`config.mk`:
```
export PLATFORM = sky130hd
export DESIGN_NAME = bram_arbiter
export DESIGN_NICKNAME = d
export VERILOG_FILES = /design/src/rtl/bram_arbiter.sv
export SDC_FILE = /design/constraint.sdc
export NUM_CORES = 1
export LEC_CHECK = 0
export ABC_AREA = 1
export CAP_MARGIN = 0
export CORE_AREA = 5 5 176 178
export CTS_CLUSTER_SIZE = 8
export DETAILED_ROUTE_END_ITERATION = 6
export DIE_AREA = 0 0 181 183
export MAX_ROUTING_LAYER = met4
export PLACE_DENSITY = 0.45
export SYNTH_ARGS = -nofsm -noshare
export SYNTH_HDL_FRONTEND = slang
export SYNTH_SLANG_ARGS = --single-unit
```
`constraint.sdc`:
```
create_clock -name clk -period 1 [get_ports clk]
set_clock_uncertainty 0.05 [all_clocks]
set_input_delay 0.1 -clock clk [delete_from_list [all_inputs] [get_ports clk]]
set_output_delay 0.1 -clock clk [all_outputs]
set_load 0.05 [all_outputs]
```
`src/rtl/bram_arbiter.sv`:
```
// bram_arbiter: two-master AXI4-Lite arbiter in front of a single-port BRAM slave.
// It grants one whole transaction at a time (AR->R or AW+W->B) and rotates
// round-robin between instruction fetch (port 0) and data access (port 1).
// The channels of the granted master are muxed combinationally to the slave.
// All other channels are held off.
module bram_arbiter #(
    parameter int ADDR_WIDTH = 32
) (
    input  logic                  clk,
    input  logic                  rstn,
    // master 0 (instruction fetch)
    input  logic [ADDR_WIDTH-1:0] s0_axi_araddr,
    input  logic [2:0]            s0_axi_arprot,
    input  logic                  s0_axi_arvalid,
    output logic                  s0_axi_arready,
    output logic [31:0]           s0_axi_rdata,
    output logic [1:0]            s0_axi_rresp,
    output logic                  s0_axi_rvalid,
    input  logic                  s0_axi_rready,
    input  logic [ADDR_WIDTH-1:0] s0_axi_awaddr,
    input  logic [2:0]            s0_axi_awprot,
    input  logic                  s0_axi_awvalid,
    output logic                  s0_axi_awready,
    input  logic [31:0]           s0_axi_wdata,
    input  logic [3:0]            s0_axi_wstrb,
    input  logic                  s0_axi_wvalid,
    output logic                  s0_axi_wready,
    output logic [1:0]            s0_axi_bresp,
    output logic                  s0_axi_bvalid,
    input  logic                  s0_axi_bready,
    // master 1 (data load/store)
    input  logic [ADDR_WIDTH-1:0] s1_axi_araddr,
    input  logic [2:0]            s1_axi_arprot,
    input  logic                  s1_axi_arvalid,
    output logic                  s1_axi_arready,
    output logic [31:0]           s1_axi_rdata,
    output logic [1:0]            s1_axi_rresp,
    output logic                  s1_axi_rvalid,
    input  logic                  s1_axi_rready,
    input  logic [ADDR_WIDTH-1:0] s1_axi_awaddr,
    input  logic [2:0]            s1_axi_awprot,
    input  logic                  s1_axi_awvalid,
    output logic                  s1_axi_awready,
    input  logic [31:0]           s1_axi_wdata,
    input  logic [3:0]            s1_axi_wstrb,
    input  logic                  s1_axi_wvalid,
    output logic                  s1_axi_wready,
    output logic [1:0]            s1_axi_bresp,
    output logic                  s1_axi_bvalid,
    input  logic                  s1_axi_bready,
    // slave port (BRAM)
    output logic [ADDR_WIDTH-1:0] m_axi_araddr,
    output logic [2:0]            m_axi_arprot,
    output logic                  m_axi_arvalid,
    input  logic                  m_axi_arready,
    input  logic [31:0]           m_axi_rdata,
    input  logic [1:0]            m_axi_rresp,
    input  logic                  m_axi_rvalid,
    output logic                  m_axi_rready,
    output logic [ADDR_WIDTH-1:0] m_axi_awaddr,
    output logic [2:0]            m_axi_awprot,
    output logic                  m_axi_awvalid,
    input  logic                  m_axi_awready,
    output logic [31:0]           m_axi_wdata,
    output logic [3:0]            m_axi_wstrb,
    output logic                  m_axi_wvalid,
    input  logic                  m_axi_wready,
    input  logic [1:0]            m_axi_bresp,
    input  logic                  m_axi_bvalid,
    output logic                  m_axi_bready,
    // debug
    output logic                  grant,
    output logic                  busy
);

    localparam logic [1:0] ST_IDLE  = 2'd0;
    localparam logic [1:0] ST_READ  = 2'd1;
    localparam logic [1:0] ST_WRITE = 2'd2;

    logic [1:0] state_q, state_d;
    logic       grant_q, grant_d;
    logic       last_q, last_d;
    logic       rdreq0, rdreq1, wrreq0, wrreq1, req0, req1;
    logic       sel;
    logic       rd_act, wr_act;

    assign rdreq0 = s0_axi_arvalid;
    assign rdreq1 = s1_axi_arvalid;
    assign wrreq0 = s0_axi_awvalid | s0_axi_wvalid;
    assign wrreq1 = s1_axi_awvalid | s1_axi_wvalid;
    assign req0   = rdreq0 | wrreq0;
    assign req1   = rdreq1 | wrreq1;

    assign rd_act = (state_q == ST_READ);
    assign wr_act = (state_q == ST_WRITE);

    // Next state: arbitrate in IDLE, otherwise wait for the completion handshake.
    always_comb begin
        // NOTE: every variable gets a default first so no branch leaves it unassigned (no latch).
        state_d = state_q;
        grant_d = grant_q;
        last_d  = last_q;
        sel     = 1'b0;
        case (state_q)
            ST_IDLE: begin
                if (req0 | req1) begin
                    // Contention goes to the master that was not served last.
                    sel     = (req0 & req1) ? ~last_q : req1;
                    grant_d = sel;
                    last_d  = sel;
                    // Read takes priority over write within one master.
                    state_d = (sel ? rdreq1 : rdreq0) ? ST_READ : ST_WRITE;
                end
            end
            ST_READ:  if (m_axi_rvalid & m_axi_rready) state_d = ST_IDLE;
            ST_WRITE: if (m_axi_bvalid & m_axi_bready) state_d = ST_IDLE;
            default:  state_d = ST_IDLE;
        endcase
    end

    // Arbiter state registers; reset leaves master 0 first in line.
    always_ff @(posedge clk or negedge rstn) begin
        // NOTE: sequential state uses nonblocking assignments so all flops update together.
        if (!rstn) begin
            state_q <= ST_IDLE;
            grant_q <= 1'b0;
            last_q  <= 1'b1;
        end else begin
            state_q <= state_d;
            grant_q <= grant_d;
            last_q  <= last_d;
        end
    end

    // Slave-side request channels follow the granted master; valids are gated by state.
    assign m_axi_araddr  = grant_q ? s1_axi_araddr : s0_axi_araddr;
    assign m_axi_arprot  = grant_q ? s1_axi_arprot : s0_axi_arprot;
    assign m_axi_arvalid = rd_act & (grant_q ? s1_axi_arvalid : s0_axi_arvalid);
    assign m_axi_rready  = rd_act & (grant_q ? s1_axi_rready : s0_axi_rready);
    assign m_axi_awaddr  = grant_q ? s1_axi_awaddr : s0_axi_awaddr;
    assign m_axi_awprot  = grant_q ? s1_axi_awprot : s0_axi_awprot;
    assign m_axi_awvalid = wr_act & (grant_q ? s1_axi_awvalid : s0_axi_awvalid);
    assign m_axi_wdata   = grant_q ? s1_axi_wdata : s0_axi_wdata;
    assign m_axi_wstrb   = grant_q ? s1_axi_wstrb : s0_axi_wstrb;
    assign m_axi_wvalid  = wr_act & (grant_q ? s1_axi_wvalid : s0_axi_wvalid);
    assign m_axi_bready  = wr_act & (grant_q ? s1_axi_bready : s0_axi_bready);

    // Handshake returns reach only the granted master.
    assign s0_axi_arready = rd_act & ~grant_q & m_axi_arready;
    assign s1_axi_arready = rd_act &  grant_q & m_axi_arready;
    assign s0_axi_rvalid  = rd_act & ~grant_q & m_axi_rvalid;
    assign s1_axi_rvalid  = rd_act &  grant_q & m_axi_rvalid;
    assign s0_axi_awready = wr_act & ~grant_q & m_axi_awready;
    assign s1_axi_awready = wr_act &  grant_q & m_axi_awready;
    assign s0_axi_wready  = wr_act & ~grant_q & m_axi_wready;
    assign s1_axi_wready  = wr_act &  grant_q & m_axi_wready;
    assign s0_axi_bvalid  = wr_act & ~grant_q & m_axi_bvalid;
    assign s1_axi_bvalid  = wr_act &  grant_q & m_axi_bvalid;

    // Response payloads are broadcast; only the valids above are gated.
    assign s0_axi_rdata = m_axi_rdata;
    assign s1_axi_rdata = m_axi_rdata;
    assign s0_axi_rresp = m_axi_rresp;
    assign s1_axi_rresp = m_axi_rresp;
    assign s0_axi_bresp = m_axi_bresp;
    assign s1_axi_bresp = m_axi_bresp;

    assign grant = grant_q;
    assign busy  = (state_q != ST_IDLE);

endmodule
```
==> key figures <==
Drt
  • Vias: 4002
  • First-pass detailed-route iteration total: 4
  • Drt via density: ~3.4
  • Antenna-violating nets left: 0
  • Wire length per cell: between 15 and 20 um
  • 1st-iter DRT viols: 60
  • DRC Markers: 0
  • Total routed wirelength: ~18 mm

Global routing
  • Largest net degree at the start of global routing: 35
  • Initial antenna violation count: 0
  • Grt total ovfl: 0
  • Gr usage total: 0.09605
  • Vias in the first global route: 4155
  • First-pass GRT wire length: ~25 mm

Timing
  • Final hold vios: 0
  • Worst Max-Slew Pin Slew: between 0.2 and 0.25 ns
  • Peak Freq: a little over 600 MHz
  • Final WS setup: -0.6229 ns
  • Tcrit/Tclk final: 1.623
  • Slew HR: 0.8447
  • Slew Viols, Final: 0
  • RSZ-0062 raised after global routing: yes
  • Setup TNS: -70.97 ns
  • Setup violators final: ~130
  • Min Tclk post-route: roughly 1.6 ns

CTS
  • CTS tree: yes
  • # H-tree levels: 1
  • Worst-Skew Late Latency: about 0.23 ns
  • Hold Buf Count CTS: 0
  • CTS Buf Count: 3
  • Sink Count: 4
  • Clock Pin Slew Worst Setup and Hold Paths: ~0.030 ns
  • CTS Buffer Depth: 2
  • Clk root buf: clkbuf_16

Pwr
  • Worst vdd ir: 1.375 mV
  • LEAKAGE: 4.025 nW
  • Final Power: slightly above 0.03 W
  • Power Density: approximately 3200 nW/um2

Synthesis
  • Synth Flop Type: dfrtp_1
  • Syn. warnings: 0
  • Yosys cell types: 17
  • Share of the synthesized area in the top cell type: 0.5581
  • Mean Syn Cell Area: around 4.6 um2
  • Gate Count Post-Synth: around 490
  • Sequential area share after synthesis: 0.04485
  • Compound-Gate Fraction of Synth Area: 0.02104
  • Mux share of post-synthesis cell area: 0
  • Post-Syn Area: roughly 2300 um2
  • Post-synth EDFFs: 0
  • Post-Synth Simple-Gate Area: 0.6091
  • Synthesized net count: approximately 750
  • #FFs+latches synth: 4
  • Area contributors post-synth: nand2_1 (56%), buf_4 (25%), buf_2 (4.4%)
  • Synth Area in XOR/XNOR: 0
  • Async set-reset flop share out of synthesis: 1.000
  • Largest family of logic cells by synthesized area: simple AND/OR/NAND/NOR gates
  • Adder-Cell Fraction of Synth Area: 0
  • Post-synth top area cell: nand2_1

Worst setup path
  • Reg2reg start: grant
  • CP arrival: around 1.5 ns
  • CP Data Required Time: about 0.85 ns
  • Crit Path Max Fanout: 30
  • Worst setup SP type: flop
  • Worst setup EP type: output pin
  • Flop-to-flop setup slack: -0.40 ns
  • Worst r2r dst: state_q[1]
  • Reg2Reg Depth: 5
  • WS Path Type: flop to output pin

Die
  • Num ports: 460
  • Initial Util: 0.07727
  • DIE AREA: ~33000 um2
  • Die height: roughly 180 um
  • Die Wd: 181 um
  • Placement row count: 63
  • Core area: 29240 um2

Placed design
  • HPWL after detailed placement: 14.81 mm
  • IO buf count: between 300 and 400
  • Placer Congestion: approximately 0.8

Final layout
  • Diodes inserted: 0
  • Nets: 1063
  • Fillcell total: 3034
  • Commonest non-fill, non-tap cell in the layout: clkdlybuf4s50_1
  • Layout cells sized above 1: 0.5496
  • Commonest cells after routing, fill and taps aside: clkdlybuf4s50_1 (228), buf_12 (138), nand2_4 (130)
  • Area Overhead vs Synth: 311.6%

Job
  • Max cap viols: 0

Outcome
  • Status: finished, violations left
  • Failing checks: setup timing

Min path
  • Worst hold path type: primary input to asynchronous set/reset pin
[area by class of cell]
| class | count | area (um2) | area share |
|---|---|---|---|
| Clock buffer | 4 | 78.83 | 0.008476 |
| Inverter | 14 | 67.56 | 0.007265 |
| Multi-Input combinational cell | 371 | 2984 | 0.3209 |
| Sequential cell | 4 | 106.4 | 0.01144 |
| Tap cell | 390 | 488.0 | 0.05247 |
| Timing Repair Buffer | 404 | 5575 | 0.5995 |
[worst max-delay path, cell delays in order, from the launching register on]
cell and delay (ns):
dfrtp_4 0.51, buf_12 0.19, buf_16 0.17, nand2_1 0.15
nand2_4 0.07, buf_12 0.14
[cell families after synthesis]
| logic type | count (synthesis) |
|---|---|
| AND/OR/NAND/NOR | 363 |
| AO/OA/AOI/OAI | 8 |
| buffers and inverters | 111 |
| flip-flops | 4 |
[flip-flops by register name (all words and copies together), names as in the netlist]
name	count
last_q	1
state_q	2
grant	1
[Yosys cell counts, types with 2 or more instances]
cell and count:
a21oi_1 3, buf_2 20, buf_4 76, dfrtp_1 3, inv_1 13, nand2_1 336
nand3_1 7, nor2_1 17, nor3_1 2, o21ai_0 2
[per-layer routing]
metal  track usage  vias up  share of wire
li1              -     2002              -
met1        0.1101     1748           0.39
met2        0.1630      222           0.50
met3       0.03491       30          0.087
met4       0.01921        0          0.020
met5             -        -              0
[stage by stage]
step	utilization	std cells	setup slack (ns)	cell area, um2	hold WS (ns)
final	0.3180	1187	-0.6229	9300	0.04514
after CTS	0.2916	1169	-0.6616	8528	0.05898
after global placement	0.2842	1164	-0.4278	8312	0.1505
after detailed placement	0.2842	1164	-0.4248	8312	0.1505
after global routing	0.3180	1187	-0.6895	9300	0.06996
after floorplan	-	486	-0.4318	3395	-0.2456
[worst max path at each step]
stage / from / endpoint / slack [ns] / cells past startpoint
3_3_place_gp: grant / m_axi_awaddr[31] / -0.43 / 6
2_1_floorplan: grant / s0_axi_awready / -0.43 / 5
5_1_grt: grant / m_axi_rready / -0.69 / 5
4_1_cts: grant / m_axi_wdata[12] / -0.66 / 6
6_report: grant / m_axi_wdata[16] / -0.62 / 5
3_5_place_dp: grant / m_axi_araddr[0] / -0.42 / 6
[power breakdown]
| group | leakage, nW | switching, W | internal, W |
|---|---|---|---|
| clock | 0.0382 | 0.000123 | 0.000527 |
| combinational | 3.94 | 0.0156 | 0.0135 |
| sequential | 0.0452 | 0.000113 | 0.000278 |
[repair_timing]
item / in CTS / in global routing
cloned: 0 / 9
buffers inserted: 1 / 9
gates resized for setup: 45 / 134
pin swaps: 3 / 13
setup endpoints to repair: 127 / 127
(Power assumes the default switching activity.)
